==> config.mk <==
export PLATFORM = sky130hd
export DESIGN_NAME = display_scan_ctrl_flat
export DESIGN_NICKNAME = d
export VERILOG_FILES = /design/src/rtl/display_scan_ctrl_pkg.sv /design/src/rtl/display_scan_ctrl_if.sv /design/src/rtl/display_scan_ctrl_scan_timer.sv /design/src/rtl/display_scan_ctrl.sv /design/src/flat_wrapper.sv
export SDC_FILE = /design/constraint.sdc
export NUM_CORES = 1
export LEC_CHECK = 0
export ABC_AREA = 1
export CORE_MARGIN = 3
export CORE_UTILIZATION = 30
export CTS_CLUSTER_DIAMETER = 50
export DETAILED_ROUTE_END_ITERATION = 16
export HOLD_SLACK_MARGIN = 0.02
export MAX_ROUTING_LAYER = met4
export SLEW_MARGIN = 20
export SYNTH_ARGS = -nofsm -noshare
export SYNTH_HDL_FRONTEND = slang
export SYNTH_SLANG_ARGS = --single-unit
==> constraint.sdc <==
create_clock -name clk -period 3.3 [get_ports clk]
set_input_delay 0.825 -clock clk [delete_from_list [all_inputs] [get_ports clk]]
set_output_delay 0.825 -clock clk [all_outputs]
set_load 0.05 [all_outputs]
==> src/rtl/display_scan_ctrl_pkg.sv <==
// Shared types and helpers for the multiplexed 7-segment scan controller.
package disp_pkg;

  localparam int MaxDigits = 8;

  typedef logic [3:0] bcd_t;
  localparam bcd_t BLANK_CODE = 4'hF;

  typedef enum logic [1:0] {StIdle, StBlank, StShow} state_e;

  // Bit i set when digit i (i != 0) and everything above it is a zero without a dp.
  function automatic logic [MaxDigits-1:0] lz_mask(input logic [4*MaxDigits-1:0] digits,
                                                   input logic [MaxDigits-1:0]   dps,
                                                   input int                     n);
    logic                 zero_run;
    logic [MaxDigits-1:0] mask;
    zero_run = 1'b1;
    mask     = '0;
    for (int i = MaxDigits - 1; i >= 1; i--) begin
      if (i < n) begin
        zero_run = zero_run & (digits[4*i +: 4] == 4'd0) & ~dps[i];
        mask[i]  = zero_run;
      end
    end
    return mask;
  endfunction

endpackage

==> src/rtl/display_scan_ctrl_if.sv <==
// Load handshake and display bus between the datapath, scan controller and decoder.
interface display_scan_ctrl_if #(
  parameter int unsigned N_DIGITS = 4
) ();
  logic                  load_valid;
  logic                  load_ready;
  logic [4*N_DIGITS-1:0] load_data;
  logic [N_DIGITS-1:0]   load_dp;
  logic [3:0]            digit_code;
  logic [N_DIGITS-1:0]   digit_sel_n;
  logic                  dp_n;
  logic                  frame_tick;

  modport master (
    output load_valid, load_data, load_dp,
    input  load_ready, digit_code, digit_sel_n, dp_n, frame_tick
  );

  modport slave (
    input  load_valid, load_data, load_dp,
    output load_ready, digit_code, digit_sel_n, dp_n, frame_tick
  );
endinterface

==> src/rtl/display_scan_ctrl_scan_timer.sv <==
// Per-slot prescale counter and slot index; held at zero whenever scanning is stopped.
module scan_timer #(
  parameter int unsigned N_DIGITS = 4,
  parameter int unsigned PRESCALE = 50000,
  parameter int unsigned SlotW    = 2,
  parameter int unsigned CntW     = 16
) (
  input  logic             clk,
  input  logic             rst,
  input  logic             run_i,
  output logic [CntW-1:0]  cnt_o,
  output logic [SlotW-1:0] slot_nxt_o,
  output logic             slot_end_o,
  output logic             frame_end_o
);

  localparam logic [CntW-1:0]  CntLast  = CntW'(PRESCALE - 1);
  localparam logic [SlotW-1:0] SlotLast = SlotW'(N_DIGITS - 1);

  logic [CntW-1:0]  cnt_q, cnt_d;
  logic [SlotW-1:0] slot_q, slot_d;

  always_comb begin
    cnt_d  = cnt_q;
    slot_d = slot_q;
    if (!run_i) begin
      cnt_d  = '0;
      slot_d = '0;
    end else if (slot_end_o) begin
      cnt_d  = '0;
      slot_d = (slot_q == SlotLast) ? '0 : slot_q + SlotW'(1);
    end else begin
      cnt_d = cnt_q + CntW'(1);
    end
  end

  assign slot_end_o  = (cnt_q == CntLast);
  assign frame_end_o = slot_end_o && (slot_q == SlotLast);
  assign cnt_o       = cnt_q;
  assign slot_nxt_o  = slot_d;

  always_ff @(posedge clk or posedge rst) begin
    if (rst) begin
      cnt_q  <= '0;
      slot_q <= '0;
    end else begin
      cnt_q  <= cnt_d;
      slot_q <= slot_d;
    end
  end

endmodule

==> src/rtl/display_scan_ctrl.sv <==
// Scans N BCD digits onto a shared decoder with per-slot dead time, leading-zero
// suppression and frame-aligned commit of values loaded over a valid/ready handshake.
module display_scan_ctrl
  import disp_pkg::*;
#(
  parameter int unsigned N_DIGITS     = 4,
  parameter int unsigned PRESCALE     = 50000,
  parameter int unsigned BLANK_CYCLES = 16,
  parameter bit          LZ_SUPPRESS  = 1'b1
) (
  input  logic                clk,
  input  logic                rst,
  input  logic                enable,
  display_scan_ctrl_if.slave  bus
);

  localparam int unsigned SlotW = (N_DIGITS > 1) ? $clog2(N_DIGITS) : 1;
  localparam int unsigned CntW  = $clog2(PRESCALE);

  state_e                state_q, state_d;
  logic [4*N_DIGITS-1:0] act_q, act_d, pend_q, pend_d;
  logic [N_DIGITS-1:0]   act_dp_q, act_dp_d, pend_dp_q, pend_dp_d;
  logic                  pend_v_q, pend_v_d;
  logic                  ready_q;
  bcd_t                  code_q, code_d;
  logic [N_DIGITS-1:0]   sel_n_q, sel_n_d;
  logic                  dp_n_q, dp_n_d, tick_q, tick_d;

  logic [CntW-1:0]      cnt;
  logic [SlotW-1:0]     slot_nxt;
  logic                 slot_end, frame_end, commit, wrap;
  logic [MaxDigits-1:0] lz;

  scan_timer #(
    .N_DIGITS (N_DIGITS),
    .PRESCALE (PRESCALE),
    .SlotW    (SlotW),
    .CntW     (CntW)
  ) u_scan_timer (
    .clk         (clk),
    .rst         (rst),
    .run_i       (enable && (state_q != StIdle)),
    .cnt_o       (cnt),
    .slot_nxt_o  (slot_nxt),
    .slot_end_o  (slot_end),
    .frame_end_o (frame_end)
  );

  always_comb begin
    state_d = state_q;
    unique case (state_q)
      StIdle:  if (enable) state_d = StBlank;
      StBlank: if (cnt == CntW'(BLANK_CYCLES - 1)) state_d = StShow;
      StShow:  if (slot_end) state_d = StBlank;
      default: state_d = StIdle;
    endcase
    if (!enable) state_d = StIdle;
  end

  // Pending only lands between frames (or at once when dark), so a frame never mixes values.
  always_comb begin
    commit    = pend_v_q && ((state_q == StIdle) || ((state_q == StShow) && frame_end));
    wrap      = enable && (state_q == StShow) && frame_end;
    act_d     = act_q;
    act_dp_d  = act_dp_q;
    pend_d    = pend_q;
    pend_dp_d = pend_dp_q;
    pend_v_d  = pend_v_q;
    if (commit) begin
      act_d    = pend_q;
      act_dp_d = pend_dp_q;
      pend_v_d = 1'b0;
    end
    if (bus.load_valid && !pend_v_q) begin
      pend_d    = bus.load_data;
      pend_dp_d = bus.load_dp;
      pend_v_d  = 1'b1;
    end
  end

  // Outputs are precomputed from next-state values so they line up with the registered state.
  always_comb begin
    lz      = LZ_SUPPRESS ? lz_mask(32'(act_d), 8'(act_dp_d), int'(N_DIGITS)) : '0;
    code_d  = BLANK_CODE;
    sel_n_d = '1;
    dp_n_d  = 1'b1;
    tick_d  = wrap;
    if (state_d != StIdle) begin
      code_d = lz[3'(slot_nxt)] ? BLANK_CODE : act_d[slot_nxt*4 +: 4];
      dp_n_d = ~act_dp_d[slot_nxt];
      if (state_d == StShow) sel_n_d = ~(N_DIGITS'(1) << slot_nxt);
    end
  end

  always_ff @(posedge clk or posedge rst) begin
    if (rst) begin
      state_q   <= StIdle;
      act_q     <= '0;
      act_dp_q  <= '0;
      pend_q    <= '0;
      pend_dp_q <= '0;
      pend_v_q  <= 1'b0;
      ready_q   <= 1'b1;
      code_q    <= BLANK_CODE;
      sel_n_q   <= '1;
      dp_n_q    <= 1'b1;
      tick_q    <= 1'b0;
    end else begin
      state_q   <= state_d;
      act_q     <= act_d;
      act_dp_q  <= act_dp_d;
      pend_q    <= pend_d;
      pend_dp_q <= pend_dp_d;
      pend_v_q  <= pend_v_d;
      ready_q   <= ~pend_v_d;
      code_q    <= code_d;
      sel_n_q   <= sel_n_d;
      dp_n_q    <= dp_n_d;
      tick_q    <= tick_d;
    end
  end

  assign bus.load_ready  = ready_q;
  assign bus.digit_code  = code_q;
  assign bus.digit_sel_n = sel_n_q;
  assign bus.dp_n        = dp_n_q;
  assign bus.frame_tick  = tick_q;

endmodule

==> src/flat_wrapper.sv <==
// flat-port wrapper written by rule: the top's interface ports become plain ports
module display_scan_ctrl_flat import disp_pkg::*;
#(
  parameter int unsigned N_DIGITS     = 4,
  parameter int unsigned PRESCALE     = 50000,
  parameter int unsigned BLANK_CYCLES = 16,
  parameter bit          LZ_SUPPRESS  = 1'b1
)
  (clk, rst, enable, bus_load_valid, bus_load_data, bus_load_dp, bus_load_ready, bus_digit_code, bus_digit_sel_n, bus_dp_n, bus_frame_tick);
  display_scan_ctrl_if #(.N_DIGITS(N_DIGITS)) bus_i ();
  input  logic clk;
  input  logic rst;
  input  logic enable;
  input wire logic [$bits(bus_i.load_valid)-1:0] bus_load_valid;
  input wire logic [$bits(bus_i.load_data)-1:0] bus_load_data;
  input wire logic [$bits(bus_i.load_dp)-1:0] bus_load_dp;
  output wire logic [$bits(bus_i.load_ready)-1:0] bus_load_ready;
  output wire logic [$bits(bus_i.digit_code)-1:0] bus_digit_code;
  output wire logic [$bits(bus_i.digit_sel_n)-1:0] bus_digit_sel_n;
  output wire logic [$bits(bus_i.dp_n)-1:0] bus_dp_n;
  output wire logic [$bits(bus_i.frame_tick)-1:0] bus_frame_tick;
  assign bus_i.load_valid = bus_load_valid;
  assign bus_i.load_data = bus_load_data;
  assign bus_i.load_dp = bus_load_dp;
  assign bus_load_ready = bus_i.load_ready;
  assign bus_digit_code = bus_i.digit_code;
  assign bus_digit_sel_n = bus_i.digit_sel_n;
  assign bus_dp_n = bus_i.dp_n;
  assign bus_frame_tick = bus_i.frame_tick;
  display_scan_ctrl #(.N_DIGITS(N_DIGITS), .PRESCALE(PRESCALE), .BLANK_CYCLES(BLANK_CYCLES), .LZ_SUPPRESS(LZ_SUPPRESS)) u_core (.clk(clk), .rst(rst), .enable(enable), .bus(bus_i));
endmodule
==> run summary <==
status = finished, final reports clean
drt wl/cell = 11.8 um
die area = 0.0123 sq mm
row cnt = 37
measured slew at the worst slew-check pin = 837 ps
clock share of power = 0.311
Sw Ratio = 0.294
max_cap viols = 0
Final Hold Vio Count = 0
TritonCTS buffer count = 9
Crit path required time = 2470 ps
CTS Buffer Depth = 2
syn nets = 393
GRT Total Usage = 0.118
Crit Path Category = flop to output pin
Post-synth EDFFs = 0
CTS tree = done
largest net degree at the start of global routing = 35
CTS Hold Bufs = 0
H-Tree Depth = 3
Combinational Power Share = 0.197
Slowest cell on crit path = clkdlybuf4s50_1
Pint = 1.59 mW
setup tns final = 0 ps
most common cell after layout, fill and taps aside = nand2_1
clk_lat worst skew = 340 ps
Yosys reg bits = 72
Worst Hold Class = flop to flop
crit path time final = 2490 ps
Clock Skew = 10.6 ps
Cell Pwr Density = 558 mW/mm^2
Main synth FF type = dfrtp_1
cells after synthesis = 367
dpl hpwl = 4880 um
drt via density = 4.40
Clk pin slew, worst setup/hold paths = 70 ps
Clock Sinks = 72
sequential share of power = 0.492
post-CTS setup buffers = 0
Mapped Area = 0.00331 sq mm
GP Congestion = 0.788
fin crit share = 0.755
Starting Density = 0.315
I/O Pins = 35
routed wire length = 6490 um
gr ovfl total = 0
FMAX = 0.401 GHz
CP Data Arrival Time = 1670 ps
die width = 111 um
I/O Buffers = 34
Slew Limit Fails = 0
initial antenna violation count = 0
drt drc = 0
most frequent cells in the layout = nand2_1 (101), dfrtp_1 (62), inv_1 (46)
first-pass detailed-route iteration total = 4
RSZ-0062 raised after global routing = no
Die Ht = 111 um
Final #Nets = 437
vias in the first global route = 2460
leak pwr = 1.88 nW
n_diodes = 0
Root Buffer = clkbuf_8
sequential share of the synthesized area = 0.548
Detailed Route Iter0 Violations = 85
CP Launch Type = flop
ANT nets after route = 0
final setup fails = 0
Placeable Area = 0.0105 sq mm
VDD IR max = 0.216 mV
Setup crit end kind = output pin
Resized Gates After CTS = 0
Critical Path, Cell by Cell = clkdlybuf4s50_1
layout cells sized above 1 = 0.180
first-pass GRT wire length = 11700 um
FFs w/ async S/R, synth = 1.00
Syn. warnings = 0
Sw Pwr = 0.661 mW
slowest stage delay, CP = 800 ps
max_slew headroom = 0.440
Vias = 2428
final core occ = 0.383
Yosys cell types = 35
Synth Area per Inst = 9.03 sq um
delay-heaviest family, CP = buffers and inverters
crit-path max FO = 1
Buf/Inv on CP = 1
Area Growth Syn to Fin = 21.5%
==> state kept, by name, summed over array words and instances (netlist names) <==
register                    cells
u_core.bus.dp_n                 1
u_core.act_q                   16
u_core.act_dp_q                 4
u_core.bus.frame_tick           1
u_core.bus.digit_sel_n          4
u_core.pend_q                  16
u_core.u_scan_timer.cnt_o      16
u_core.u_scan_timer.slot_q      2
u_core.pend_dp_q                4
u_core.pend_v_q                 1
u_core.bus.load_ready           1
u_core.state_q                  2
u_core.bus.digit_code           4
==> cell type report <==
class / instances / area [sq um]
well taps: 136 / 170
inverters: 50 / 188
clock inverters: 5 / 56.3
flip-flops and latches: 72 / 1810
repair buffers: 38 / 383
multi-input cells: 240 / 1270
fillers: 1063 / 6480
clock buffers: 11 / 141
==> stage by stage <==
| step | hold WS, ps | power, mW | instance area (sq um) | std cells | setup WS [ps] |
|---|---|---|---|---|---|
| 6_report | 475 | 2.25 | 4030 | 552 | 808 |
| 5_1_grt | 504 | 2.39 | 4030 | 552 | 732 |
| 4_1_cts | 477 | 2.28 | 4030 | 552 | 778 |
| 3_5_place_dp | 467 | 1.57 | 3830 | 536 | 659 |
| 3_3_place_gp | 449 | 1.56 | 3830 | 536 | 739 |
| 2_1_floorplan | 433 | 1.43 | 3310 | 367 | 667 |
==> final timing paths <==
check                                             startpoint                            to  slack, ps  cells past startpoint
worst max register to register  u_core.u_scan_timer.cnt_o[0]      u_core.bus.digit_code[1]       1030                     14
min in group asynchronous                                rst              u_core.pend_q[0]        780                      2
max in group asynchronous                                rst     u_core.bus.digit_sel_n[3]       1820                      3
worst max-delay path                         u_core.bus.dp_n                      bus_dp_n        810                      1
worst min register to register  u_core.u_scan_timer.cnt_o[0]  u_core.u_scan_timer.cnt_o[0]        470                      1
worst min-delay path            u_core.u_scan_timer.cnt_o[0]  u_core.u_scan_timer.cnt_o[0]        470                      1
==> power by group through the flow <==
stage | combinational, mW | clock [mW] | sequential, mW
detailed placement | 0.446 | 0 | 1.13
global placement | 0.442 | 0 | 1.12
global route | 0.502 | 0.761 | 1.13
CTS | 0.449 | 0.719 | 1.11
floorplan | 0.282 | 0 | 1.15
finish | 0.443 | 0.699 | 1.11
==> metal layers <==
metal	track usage	vias to the layer above	share of wire
met5	-	-	0
li1	-	1244	-
met2	0.168	41	0.44
met3	0.0300	11	0.032
met1	0.162	1132	0.51
met4	0.0422	0	0.016
==> Yosys cell counts (3+ instances only) <==
| cell | count | area [sq um] |
|---|---|---|
| mux2_2 | 16 | 180 |
| a21oi_1 | 10 | 50.1 |
| inv_1 | 47 | 176 |
| nand2_2 | 5 | 31.3 |
| nand3_2 | 3 | 30.0 |
| a211oi_1 | 3 | 22.5 |
| nand2_1 | 101 | 379 |
| nor2_1 | 40 | 150 |
| nand3_1 | 21 | 105 |
| dfrtp_1 | 62 | 1550 |
| nor2_2 | 6 | 37.5 |
| dfstp_2 | 10 | 263 |
| inv_2 | 3 | 11.3 |
| o21ai_0 | 6 | 30.0 |
| o21ai_2 | 5 | 43.8 |
==> logic make-up (layout without fill, tap and decap cells) <==
family                     after synthesis  in the layout  synth area share
DFF                                     72             72             0.548
and+or+nand+nor                        189            189             0.252
buffers and inverters                   55            104            0.0680
xor gates and xnor gates                 4              4            0.0106
muxes                                   16             16            0.0544
adders and majority gates                2              2           0.00755
AOI/OAI and AO/OA                       29             29            0.0600
Power figures use the tool's default switching activity.
